[config.mk]
export PLATFORM = sky130hd
export DESIGN_NAME = irq_dispatch_flat
export DESIGN_NICKNAME = d
export VERILOG_FILES = /design/src/rtl/irq_pkg.sv /design/src/rtl/irq_dispatch_if.sv /design/src/rtl/irq_qualifier.sv /design/src/rtl/irq_dispatch.sv /design/src/flat_wrapper.sv
export SDC_FILE = /design/constraint.sdc
export NUM_CORES = 1
export LEC_CHECK = 0
export CELL_PAD_IN_SITES_DETAIL_PLACEMENT = 1
export CELL_PAD_IN_SITES_GLOBAL_PLACEMENT = 1
export CORE_ASPECT_RATIO = 1.25
export CORE_MARGIN = 4
export CORE_UTILIZATION = 38
export DETAILED_ROUTE_END_ITERATION = 16
export GPL_ROUTABILITY_DRIVEN = 0
export PLACE_DENSITY = 0.81
export SKIP_LAST_GASP = 1
export SLEW_MARGIN = 10
export SYNTH_ARGS = -nofsm -noshare
export SYNTH_HDL_FRONTEND = slang
export SYNTH_SLANG_ARGS = --single-unit
[constraint.sdc]
create_clock -name clk -period 5.75 [get_ports clk]
set_input_delay 0.8625 -clock clk [delete_from_list [all_inputs] [get_ports clk]]
set_output_delay 0.8625 -clock clk [all_outputs]
set_load 0.01 [all_outputs]
[src/rtl/irq_pkg.sv]
// -----------------------------------------------------------------------------
// irq_pkg
// Shared constants, level encoding, FSM state type and vector helpers for the
// interrupt dispatch stage behind the 27-channel (3 levels x 9 channels)
// interrupt priority controller.
// No ports (package).
// -----------------------------------------------------------------------------
package irq_pkg;

  localparam int unsigned NUM_CH  = 32'd9;
  localparam int unsigned NUM_LVL = 32'd3;
  localparam int unsigned NUM_VEC = 32'd27;
  localparam int unsigned VEC_W   = 32'd5;

  localparam logic [1:0] LVL_A = 2'd0;
  localparam logic [1:0] LVL_B = 2'd1;
  localparam logic [1:0] LVL_C = 2'd2;

  typedef enum logic [1:0] {
    IDLE    = 2'd0,
    QUALIFY = 2'd1,
    PRESENT = 2'd2,
    SERVICE = 2'd3
  } state_t;

  // Vector number = level*9 + chan, with level*9 formed as (level<<3)+level.
  function automatic logic [VEC_W-1:0] vec_of(input logic [1:0] lvl,
                                              input logic [3:0] ch);
    logic [VEC_W-1:0] l5;
    l5 = {3'b000, lvl};
    return (l5 << 3'd3) + l5 + {1'b0, ch};
  endfunction

  // One-hot mask with only the bit of the given vector set.
  function automatic logic [NUM_VEC-1:0] vec_onehot(input logic [VEC_W-1:0] v);
    return {{(NUM_VEC-1){1'b0}}, 1'b1} << v;
  endfunction

endpackage

[src/rtl/irq_dispatch_if.sv]
// -----------------------------------------------------------------------------
// irq_dispatch_if
// CPU-side interrupt handshake bundle.
//   irq_valid   dispatch -> CPU  vector presented
//   irq_ready   CPU -> dispatch  vector accepted
//   irq_vector  dispatch -> CPU  level*9 + chan (0..26)
//   irq_level   dispatch -> CPU  0=A, 1=B, 2=C
//   eoi         CPU -> dispatch  end-of-interrupt pulse
//   busy        dispatch -> CPU  a vector is in service
//   timeout_err dispatch -> CPU  one-cycle watchdog expiry pulse
// Modports: master = dispatch side, slave = CPU side.
// -----------------------------------------------------------------------------
interface irq_dispatch_if;
  import irq_pkg::*;

  logic             irq_valid;
  logic             irq_ready;
  logic [VEC_W-1:0] irq_vector;
  logic [1:0]       irq_level;
  logic             eoi;
  logic             busy;
  logic             timeout_err;

  modport master (
    output irq_valid, irq_vector, irq_level, busy, timeout_err,
    input  irq_ready, eoi
  );

  modport slave (
    input  irq_valid, irq_vector, irq_level, busy, timeout_err,
    output irq_ready, eoi
  );

endinterface

[src/rtl/irq_qualifier.sv]
// -----------------------------------------------------------------------------
// irq_qualifier
// Candidate (level, chan) register plus stability counter.
//   clk, rst             clock, synchronous active-high reset
//   en                   sampling active (IDLE or QUALIFY)
//   restart              force a fresh capture this cycle (IDLE)
//   req, req_level,
//   req_chan             decoded request from the controller outputs
//   cand_level,
//   cand_chan            candidate as it will be held after this edge
//   stable               this edge completes STABLE_CYC matching samples
// -----------------------------------------------------------------------------
module irq_qualifier
  import irq_pkg::*;
#(
  parameter int unsigned STABLE_CYC = 2
) (
  input  logic       clk,
  input  logic       rst,
  input  logic       en,
  input  logic       restart,
  input  logic       req,
  input  logic [1:0] req_level,
  input  logic [3:0] req_chan,
  output logic [1:0] cand_level,
  output logic [3:0] cand_chan,
  output logic       stable
);

  logic [1:0] lvl_r;
  logic [3:0] chan_r;
  logic [3:0] cnt_r;
  logic       match_s;
  logic       capture_s;
  logic [4:0] cnt_inc_s;

  // Match/capture decode and the "stable after this edge" flag.
  always_comb begin
    match_s   = (req_level == lvl_r) && (req_chan == chan_r);
    cnt_inc_s = {1'b0, cnt_r} + 5'd1;
    capture_s = en && req && (restart || !match_s);
    stable    = 1'b0;
    if (!(en && req)) begin
      stable = 1'b0;
    end else if (capture_s) begin
      stable = (STABLE_CYC == 32'd1);
    end else begin
      stable = (32'(cnt_inc_s) >= STABLE_CYC);
    end
    if (capture_s) begin
      cand_level = req_level;
      cand_chan  = req_chan;
    end else begin
      cand_level = lvl_r;
      cand_chan  = chan_r;
    end
  end

  // Candidate register and saturating stability counter.
  always_ff @(posedge clk) begin
    if (rst) begin
      lvl_r  <= LVL_A;
      chan_r <= 4'd0;
      cnt_r  <= 4'd0;
    end else if (capture_s) begin
      lvl_r  <= req_level;
      chan_r <= req_chan;
      cnt_r  <= 4'd1;
    end else if (en && req) begin
      if (cnt_r != 4'hF) begin
        cnt_r <= cnt_r + 4'd1;
      end else begin
        cnt_r <= cnt_r;
      end
    end else if (en) begin
      cnt_r <= 4'd0;
    end else begin
      cnt_r <= cnt_r;
    end
  end

endmodule

[src/rtl/irq_dispatch.sv]
// -----------------------------------------------------------------------------
// irq_dispatch
// Qualifies a stable winning request from the priority controller, presents it
// to the CPU as a 5-bit vector over valid/ready, then holds it in service until
// end-of-interrupt while masking the serviced vector back at the controller.
//   clk, rst       clock, synchronous active-high reset
//   pa, pb, pc     level A/B/C request present (A highest)
//   chan           winning channel within the winning level (0..8)
//   emask          per-vector mask, 1 = masked (only the vector in service)
//   cpu            irq_dispatch_if.master handshake bundle
// Optional build macro IRQ_TIMEOUT_EN: adds a service watchdog of TIMEOUT_CYC
// cycles that forces a return to IDLE and pulses timeout_err. Without it,
// timeout_err is tied low and SERVICE waits for eoi indefinitely.
// -----------------------------------------------------------------------------
module irq_dispatch
  import irq_pkg::*;
#(
  parameter int unsigned STABLE_CYC  = 2,
  parameter int unsigned TIMEOUT_CYC = 1024
) (
  input  logic               clk,
  input  logic               rst,
  input  logic               pa,
  input  logic               pb,
  input  logic               pc,
  input  logic [3:0]         chan,
  output logic [NUM_VEC-1:0] emask,
  irq_dispatch_if.master     cpu
);

  state_t             state_r;
  logic               irq_valid_r;
  logic [VEC_W-1:0]   irq_vector_r;
  logic [1:0]         irq_level_r;
  logic               busy_r;
  logic [NUM_VEC-1:0] emask_r;

  logic               req_s;
  logic [1:0]         req_level_s;
  logic [1:0]         cand_level_s;
  logic [3:0]         cand_chan_s;
  logic [VEC_W-1:0]   cand_vec_s;
  logic               stable_s;
  logic               qual_en_s;
  logic               qual_restart_s;

`ifdef IRQ_TIMEOUT_EN
  localparam int unsigned     WD_W    = $clog2(TIMEOUT_CYC) + 1;
  localparam logic [WD_W-1:0] WD_LAST = WD_W'(TIMEOUT_CYC - 1);
  localparam logic [WD_W-1:0] WD_ONE  = WD_W'(1);
  logic [WD_W-1:0] wd_r;
  logic            timeout_err_r;
`endif

  // Level select: A over B over C; an out-of-range channel means no request.
  always_comb begin
    req_s       = 1'b0;
    req_level_s = LVL_A;
    if (32'(chan) >= NUM_CH) begin
      req_s       = 1'b0;
      req_level_s = LVL_A;
    end else if (pa) begin
      req_s       = 1'b1;
      req_level_s = LVL_A;
    end else if (pb) begin
      req_s       = 1'b1;
      req_level_s = LVL_B;
    end else if (pc) begin
      req_s       = 1'b1;
      req_level_s = LVL_C;
    end else begin
      req_s       = 1'b0;
      req_level_s = LVL_A;
    end
  end

  // The qualifier only samples while waiting; IDLE always starts a fresh run.
  assign qual_en_s      = (state_r == IDLE) || (state_r == QUALIFY);
  assign qual_restart_s = (state_r == IDLE);
  assign cand_vec_s     = vec_of(cand_level_s, cand_chan_s);

  irq_qualifier #(
    .STABLE_CYC (STABLE_CYC)
  ) u_qual (
    .clk        (clk),
    .rst        (rst),
    .en         (qual_en_s),
    .restart    (qual_restart_s),
    .req        (req_s),
    .req_level  (req_level_s),
    .req_chan   (chan),
    .cand_level (cand_level_s),
    .cand_chan  (cand_chan_s),
    .stable     (stable_s)
  );

  // Dispatch FSM with registered handshake, busy and mask outputs.
  always_ff @(posedge clk) begin
    if (rst) begin
      state_r       <= IDLE;
      irq_valid_r   <= 1'b0;
      irq_vector_r  <= {VEC_W{1'b0}};
      irq_level_r   <= 2'd0;
      busy_r        <= 1'b0;
      emask_r       <= {NUM_VEC{1'b0}};
`ifdef IRQ_TIMEOUT_EN
      wd_r          <= {WD_W{1'b0}};
      timeout_err_r <= 1'b0;
`endif
    end else begin
`ifdef IRQ_TIMEOUT_EN
      timeout_err_r <= 1'b0;
`endif
      case (state_r)
        IDLE: begin
          if (req_s && stable_s) begin
            state_r      <= PRESENT;
            irq_valid_r  <= 1'b1;
            irq_vector_r <= cand_vec_s;
            irq_level_r  <= cand_level_s;
          end else if (req_s) begin
            state_r <= QUALIFY;
          end else begin
            state_r <= IDLE;
          end
        end
        QUALIFY: begin
          if (!req_s) begin
            state_r <= IDLE;
          end else if (stable_s) begin
            state_r      <= PRESENT;
            irq_valid_r  <= 1'b1;
            irq_vector_r <= cand_vec_s;
            irq_level_r  <= cand_level_s;
          end else begin
            state_r <= QUALIFY;
          end
        end
        PRESENT: begin
          // Vector and level stay frozen here regardless of the inputs.
          if (cpu.irq_ready) begin
            state_r     <= SERVICE;
            irq_valid_r <= 1'b0;
            busy_r      <= 1'b1;
            emask_r     <= vec_onehot(irq_vector_r);
`ifdef IRQ_TIMEOUT_EN
            wd_r        <= {WD_W{1'b0}};
`endif
          end else begin
            state_r <= PRESENT;
          end
        end
        SERVICE: begin
          // eoi wins over a watchdog expiry in the same cycle.
          if (cpu.eoi) begin
            state_r <= IDLE;
            busy_r  <= 1'b0;
            emask_r <= {NUM_VEC{1'b0}};
          end
`ifdef IRQ_TIMEOUT_EN
          else if (wd_r == WD_LAST) begin
            state_r       <= IDLE;
            busy_r        <= 1'b0;
            emask_r       <= {NUM_VEC{1'b0}};
            timeout_err_r <= 1'b1;
          end else begin
            wd_r <= wd_r + WD_ONE;
          end
`else
          else begin
            state_r <= SERVICE;
          end
`endif
        end
        default: begin
          state_r     <= IDLE;
          irq_valid_r <= 1'b0;
          busy_r      <= 1'b0;
          emask_r     <= {NUM_VEC{1'b0}};
        end
      endcase
    end
  end

  assign cpu.irq_valid  = irq_valid_r;
  assign cpu.irq_vector = irq_vector_r;
  assign cpu.irq_level  = irq_level_r;
  assign cpu.busy       = busy_r;
  assign emask          = emask_r;
`ifdef IRQ_TIMEOUT_EN
  assign cpu.timeout_err = timeout_err_r;
`else
  assign cpu.timeout_err = 1'b0;
`endif

endmodule

[src/flat_wrapper.sv]
// flat-port wrapper written by rule: the top's interface ports become plain ports
module irq_dispatch_flat import irq_pkg::*;
#(
  parameter int unsigned STABLE_CYC  = 2,
  parameter int unsigned TIMEOUT_CYC = 1024
)
  (clk, rst, pa, pb, pc, chan, emask, cpu_irq_valid, cpu_irq_vector, cpu_irq_level, cpu_busy, cpu_timeout_err, cpu_irq_ready, cpu_eoi);
  irq_dispatch_if cpu_i ();
  input  logic clk;
  input  logic rst;
  input  logic pa;
  input  logic pb;
  input  logic pc;
  input  logic [3:0] chan;
  output logic [NUM_VEC-1:0] emask;
  output wire logic [$bits(cpu_i.irq_valid)-1:0] cpu_irq_valid;
  output wire logic [$bits(cpu_i.irq_vector)-1:0] cpu_irq_vector;
  output wire logic [$bits(cpu_i.irq_level)-1:0] cpu_irq_level;
  output wire logic [$bits(cpu_i.busy)-1:0] cpu_busy;
  output wire logic [$bits(cpu_i.timeout_err)-1:0] cpu_timeout_err;
  input wire logic [$bits(cpu_i.irq_ready)-1:0] cpu_irq_ready;
  input wire logic [$bits(cpu_i.eoi)-1:0] cpu_eoi;
  assign cpu_irq_valid = cpu_i.irq_valid;
  assign cpu_irq_vector = cpu_i.irq_vector;
  assign cpu_irq_level = cpu_i.irq_level;
  assign cpu_busy = cpu_i.busy;
  assign cpu_timeout_err = cpu_i.timeout_err;
  assign cpu_i.irq_ready = cpu_irq_ready;
  assign cpu_i.eoi = cpu_eoi;
  irq_dispatch #(.STABLE_CYC(STABLE_CYC), .TIMEOUT_CYC(TIMEOUT_CYC)) u_core (.clk(clk), .rst(rst), .pa(pa), .pb(pb), .pc(pc), .chan(chan), .emask(emask), .cpu(cpu_i));
endmodule
==> results of run 1 <==
how the worst max path moves through the flow:
stage | slack (ns) | endpoint | startpoint | cells after the start
after floorplan | 2.48 | u_core.cpu.irq_vector[3] | chan[2] | 8
after CTS | 2.14 | u_core.cpu.irq_vector[2] | chan[2] | 11
after global placement | 1.89 | u_core.cpu.irq_vector[3] | chan[2] | 9
after detailed placement | 1.80 | u_core.cpu.irq_vector[2] | chan[2] | 11
after global routing | 1.90 | u_core.cpu.irq_vector[2] | chan[2] | 11
final | 2.16 | u_core.cpu.irq_vector[2] | chan[2] | 11
cells by family after synthesis:
kind of cell | share of synthesized area, %
flops | 43.5
xor+xnor | 3.51
mux | 4.75
fa+ha+maj | 3.74
buf+inv | 3.74
other cells | 0.170
compound gates | 17.2
simple gates | 23.4
sequential cells by signal (all words and copies together) (netlist names):
register               flops
u_core.u_qual.chan_r       4
u_core.cpu.irq_valid       1
u_core.u_qual.lvl_r        2
u_core.cpu.irq_vector      5
u_core.cpu.irq_level       2
u_core.emask              27
u_core.cpu.busy            1
u_core.u_qual.cnt_r        4
u_core.state_r             2
per-stage QoR:
stage          cells  power [mW]  util [%]  area [um^2]
2_1_floorplan    246       0.384         -         2210
3_3_place_gp     345       0.401      48.7         2710
3_5_place_dp     345       0.403      48.7         2710
4_1_cts          353       0.623      50.4         2800
5_1_grt          353       0.644      50.4         2800
6_report         353       0.615      50.4         2800
report_power, final:
| part | switching, mW | total, mW | internal (mW) |
|---|---|---|---|
| clock | 0.130 | 0.220 | 0.0898 |
| combinational | 0.0301 | 0.0547 | 0.0245 |
| sequential | 0.00402 | 0.340 | 0.336 |
| total | 0.164 | 0.615 | 0.450 |
critical path: stages:
cell and delay (ns):
clkdlybuf4s50_1 0.46, o31a_2 0.42, nor3b_4 0.23, xor2_2 0.13, o31ai_4 0.34, mux2_2 0.40, ha_1 0.22, fa_1 0.41
nor2_1 0.12, nand2_1 0.06, o221ai_1 0.18
cell usage in the layout, fill, tap and decap left out, drive strengths merged, types with 2 or more instances in the layout:
master / count
a21oi: 8
o211ai: 2
nor2b: 9
nor3: 11
or3: 3
a32oi: 2
o22ai: 2
clkdlybuf4s50: 46
nor3b: 4
clkbuf: 5
o21ai: 4
mux2i: 6
nand2: 12
xor2: 4
nor2: 50
ha: 5
a31oi: 2
a22oi: 25
dfxtp: 48
nand2b: 2
mux2: 4
buf: 2
xnor2: 4
and2: 2
inv: 8
nand3: 3
layer usage:
metal	vias to the layer above	GRT usage, %	share of wire [%]
met5	-	0	0
met4	0	6.80	2.1
met3	9	5.49	5.1
met2	36	29.4	49
met1	906	19.4	43
li1	946	-	-
layout make-up:
class | count | area share (%)
repair buffers | 48 | 17.0
well taps | 64 | 2.86
clock inverters | 3 | 0.938
multi-input cells | 179 | 41.7
flip-flops and latches | 48 | 34.3
clock buffers | 5 | 2.46
inverters | 6 | 0.804
==> summary.md, run 1 <==
| Metric | Value |
|---|---|
| Status | completed |
| CP arrival | roughly 3.8 ns |
| Synth warn | 0 |
| Setup tns final | 0 ns |
| Hold Slack | 0.466 ns |
| Final WL | 5690 um |
| Wire per inst | 16.1 um |
| Internal reg-to-reg setup slack | around 3 ns |
| Worst min-delay path class | flip-flop to flip-flop |
| Worst hold start | u_core.emask[26] |
| Mapped Cells | 246 |
| Share of the yosys chip area belonging to registers | 43.5% |
| DR vias/cell | 5.37 |
| Final Max Slew Viols | 0 |
| Synth Flop Type | dfxtp_1 |
| Peak supply drop | 0.111 mV |
| Overflow after GRT | 0 |
| Detailed placement HPWL | 4130 um |
| Vias in the first global route | 2026 |
| Count leader, synth | nor2_1 |
| Initial antenna violation count | 0 |
| Post-Syn Area | approximately 0.0022 mm^2 |
| Final antenna-violating net count | 0 |
| PortBufs | 46 |
| Critical Path RT | 5.98 ns |
| Max Cap Viol | 0 |
| Clock buffer depth | 2 |
| Fillers | roughly 660 |
| R2R Path Start | u_core.state_r[1] |
| Row cnt | 30 |
| Slew Limit Headroom | 34.9% |
| First-pass GRT wire length | 9790 um |
| Area delta synth->final | 26.7% |
| Root Driver | clkbuf_8 |
| Syn avg cell area | 8.99 um^2 |
| P_leak | 0.998 nW |
| Total GRT Usage | 17.0% |
| Post-route minimum period | 3.59 ns |
| Post-synth EDFFs | 0 |
| H-tree lvl count | 2 |
| Pin slew with the least headroom to its limit | 0.973 ns |
| CP Max Fanout | 5 |
| Crit start category | input pin |
| Synth Net Count | 263 |
| TritonCTS clock tree | done |
| CP Capture Type | flip-flop |
| Synth Register Bits | 48 |
| Final hold vios | 0 |
| Post-route setup slack | ~2.2 ns |
| P per Cell Area | approximately 220 mW/mm^2 |
| Worst Reg2Reg Path Length in Cells | 8 |
| RSZ-0062 raised after global routing | false |
| Async SR Flop Fraction | 0% |
| Clock Skew | about 0.010 ns |
| Area contributors post-synth | dfxtp_1 (43%), a22oi_1 (8.5%), nor2_1 (8.5%) |
| Cell variety after synth | 47 |
| Share of layout cells above drive strength 1 | 8.30% |
| Count of final setup violators | 0 |
| Num CTS Buffers | 5 |
| CTS-repair resized insts | 0 |
| Drt first pass iters | 4 |
| Die Y | 93.3 um |
| Post-CTS setup buffer count | 0 |
| Clk slew on worst S/H paths | 0.09 ns |
| Reg2reg end | u_core.cpu.irq_vector[2] |
| Hold depth | 2 |
| Highest clock rate | 278 MHz |
| Core area | 0.00556 mm^2 |
| Synth top area share | a little over two fifths |
| Chip Width | 76.2 um |
| Die area | 0.00711 mm^2 |
| Initial DRC Count | 49 |
| Area leader, netlist | dfxtp_1 |
| ANT cells | 0 |
| Clock Sinks | 48 |
| Pre-CTS WS | 1.80 ns |
| Maximum number of pins on one net before global-route repair | 28 |
| Worst-Skew Late Latency | 0.31 ns |
| Tcrit/Tclk final | 62.5% |
| WS Path Type | input pin to flip-flop |
| DRC violations left | 0 |
| I/O pins | 48 |
| Hold-fix buffers, CTS | 0 |
| Area of the multi-input gates | about 0.0012 mm^2 |
| Top cells by count, synth | nor2_1 (50), dfxtp_1 (48), a22oi_1 (25) |
| Hold endpoint | u_core.emask[26] |
| Final nets | 305 |
| Via count | 1897 |
| Register area | approximately 960 um^2 |
| Initial core utilization | approximately two fifths |
Power figures use the tool's default switching activity.
==> run 2, diff against run 1 <==
CORE_UTILIZATION = 34   (was 38)
PLACE_DENSITY = 0.76   (was 0.81)
clock period = 3.15 ns   (was 5.75 ns; I/O delays follow)
==> summary.md, run 2 (synthesized netlist as in run 1, its figures left out) <==
| Metric | Value |
|---|---|
| PortBufs | 46 (unchanged) |
| Worst-Skew Late Latency | 0.31 ns (about the same) |
| Seq pwr share | 54.6% (-0.7 points) |
| Highest clock rate | 333 MHz |
| Row cnt | 32 (+6.7%) |
| Root Driver | clkbuf_8 |
| P_leak | 1.15 nW (+15%) |
| Clock Sinks | 48 (unchanged) |
| TritonCTS clock tree | done |
| Worst Reg2Reg Path Length in Cells | 10 (+2) |
| Hold endpoint | u_core.emask[26] |
| Pin slew with the least headroom to its limit | 0.670 ns (-0.303 ns) |
| DRC violations left | 0 (unchanged) |
| Initial core utilization | 35.4% (-4.4 points) |
| Buffers and inverters on the worst path | 2 (+1) |
| Cell Chain, Critical Path | clkdlybuf4s50_1 > o31a_2 > nor3b_4 > xor2_2 > o31ai_4 > buf_4 > mux2_4 > ha_1 > a21oi_1 > or3_1 > a311oi_2 |
| Fillers | 750 (+13%) |
| Count of final setup violators | 0 (unchanged) |
| CP max stage delay | 0.46 ns (about the same) |
| Final hold vios | 0 (unchanged) |
| Die area | 0.00786 mm^2 (+11%) |
| Hold-fix buffers, CTS | 0 (unchanged) |
| Slew Limit Headroom | 55.2% (+20 points) |
| Commonest non-fill, non-tap cell in the layout | nor2_1 |
| First-pass GRT wire length | 10200 um (+4.4%) |
| Core area | 0.00625 mm^2 (+12%) |
| Combinational share of power | 11.6% (+2.7 points) |
| Final Max Slew Viols | 0 (unchanged) |
| CP arrival | 3.22 ns (-0.61 ns) |
| Worst hold start | u_core.emask[26] |
| Crit start category | input pin |
| Initial antenna violation count | 0 (unchanged) |
| Net switching share of the total power | 26.1% (-0.60 points) |
| H-tree lvl count | 2 (unchanged) |
| I/O pins | 48 (unchanged) |
| CP Capture Type | flip-flop |
| Internal reg-to-reg setup slack | 0.41 ns (-2.64 ns) |
| R2R Path Start | u_core.u_qual.chan_r[0] |
| Clk slew on worst S/H paths | 0.09 ns (about the same) |
| Reg2reg end | u_core.cpu.irq_vector[3] |
| Hold Slack | 0.464 ns (-0.00272 ns) |
| Clock Skew | 0.00941 ns (-0.000989 ns) |
| RSZ-0062 raised after global routing | false |
| DR vias/cell | 5.07 (-5.6%) |
| CP Max Fanout | 3 (-2) |
| Critical Path RT | 3.37 ns (-2.61 ns) |
| Most frequent cells in the layout | nor2_1 (50), dfxtp_1 (48), clkdlybuf4s50_1 (43) |
| Wire per inst | 15.6 um (-3.4%) |
| Total GRT Usage | 16.2% (-0.75 points) |
| Peak supply drop | 0.216 mV (+94%) |
| Via count | 2019 (+6.4%) |
| Post-route setup slack | 0.147 ns (-2.01 ns) |
| Num CTS Buffers | 5 (unchanged) |
| Post-place instance area | 0.00289 mm^2 (+6.7%) |
| Vias in the first global route | 2111 (+4.2%) |
| Worst path slowest cell | clkdlybuf4s50_1 |
| Setup tns final | 0 ns (unchanged) |
| WP depth | 11 (unchanged) |
| Final antenna-violating net count | 0 (unchanged) |
| Overflow after GRT | 0 (unchanged) |
| Chip Width | 80.1 um (+5.1%) |
| P per Cell Area | 374 mW/mm^2 (+71%) |
| Delay-heaviest family, CP | compound AO/OA/AOI/OAI gates |
| Share of layout cells above drive strength 1 | 15.7% (+7.4 points) |
| Max Cap Viol | 0 (unchanged) |
| Clock buffer depth | 2 (unchanged) |
| WS Path Type | input pin to flip-flop |
| Area of the multi-input gates | 0.00118 mm^2 (+1.2%) |
| Critical path origin | chan[3] |
| Area delta synth->final | 37.5% |
| Status | completed |
| Clock power frac | 33.8% (-2.0 points) |
| Cell-internal power | 0.841 mW (+87%) |
| Register area | 961 um^2 (unchanged) |
| Tcrit/Tclk final | 95.3% |
| Final core utilization | 48.7% (-1.8 points) |
| ANT cells | 0 (unchanged) |
| Worst min-delay path class | flip-flop to flip-flop |
| Final instance area | 0.00304 mm^2 (+8.5%) |
| Initial DRC Count | 108 (+120%) |
| Final WL | 6200 um (+8.9%) |
| Max reg flops | 27 (unchanged) |
| Final nets | 329 (+7.9%) |
| Drt first pass iters | 4 (unchanged) |
| Hold depth | 2 (unchanged) |
| Maximum number of pins on one net before global-route repair | 52 (+86%) |
| Post-route minimum period | between 3 and 4 ns |
| Detailed placement HPWL | 4420 um (+6.8%) |
| NetSw | 0.297 mW (+81%) |
| Pre-CTS WS | -0.323 ns (-2.12 ns) |
| Die Y | 98.2 um (+5.2%) |
run 2: power by group through the flow:
stage / Clock [mW] / Combinational, mW / Sequential [mW]
finish: 0.384 / 0.133 / 0.621
detailed placement: 0 / 0.122 / 0.635
CTS: 0.400 / 0.125 / 0.621
global route: 0.425 / 0.145 / 0.622
global placement: 0 / 0.120 / 0.635
floorplan: 0 / 0.0674 / 0.633
run 2: area by class of cell:
type                    count  share of cell area [%]
flip-flops and latches     48                    31.6
repair buffers             72                    22.2
well taps                  85                    3.50
clock buffers               5                    2.26
inverters                   6                   0.741
multi-input cells         179                    38.9
clock inverters             3                   0.782
run 2: worst max-delay path by stage:
stage | to | slack [ns]
floorplan | u_core.cpu.irq_vector[3] | 0.27
global placement | u_core.cpu.irq_vector[4] | -0.21
detailed placement | u_core.cpu.irq_vector[2] | -0.32
CTS | u_core.cpu.irq_vector[2] | 0.01
global route | u_core.cpu.irq_vector[3] | 0.005
finish | u_core.cpu.irq_vector[3] | 0.15
run 2: per-layer routing:
| layer | vias up | share of wire (%) | track usage (%) |
|---|---|---|---|
| met1 | 987 | 45 | 20.4 |
| met4 | 0 | 1.2 | 5.33 |
| met2 | 37 | 50 | 27.3 |
| met5 | - | 0 | 0 |
| li1 | 989 | - | - |
| met3 | 6 | 3.4 | 3.60 |
run 2: repair_timing:
item,CTS,global route
pin swaps,2,8
buffers inserted,1,4
gates resized for setup,1,6
setup endpoints to repair,2,4
run 2: tightest hold or removal path, stage by stage (launching register included):
cell and delay (ns):
dfxtp_1 0.32, nand2_1 0.05, a21oi_1 0.05
run 2: through the flow:
step | std cells | power, mW
after global routing | 398 | 1.19
after floorplan | 246 | 0.700
final | 398 | 1.14
after global placement | 385 | 0.754
after detailed placement | 385 | 0.757
after CTS | 394 | 1.15
==> run 3, diff against run 2 <==
ABC_AREA = 0   (was not set)
==> results of run 3 <==
No change in the layout: final DEF, timing and power equal those of run 2.
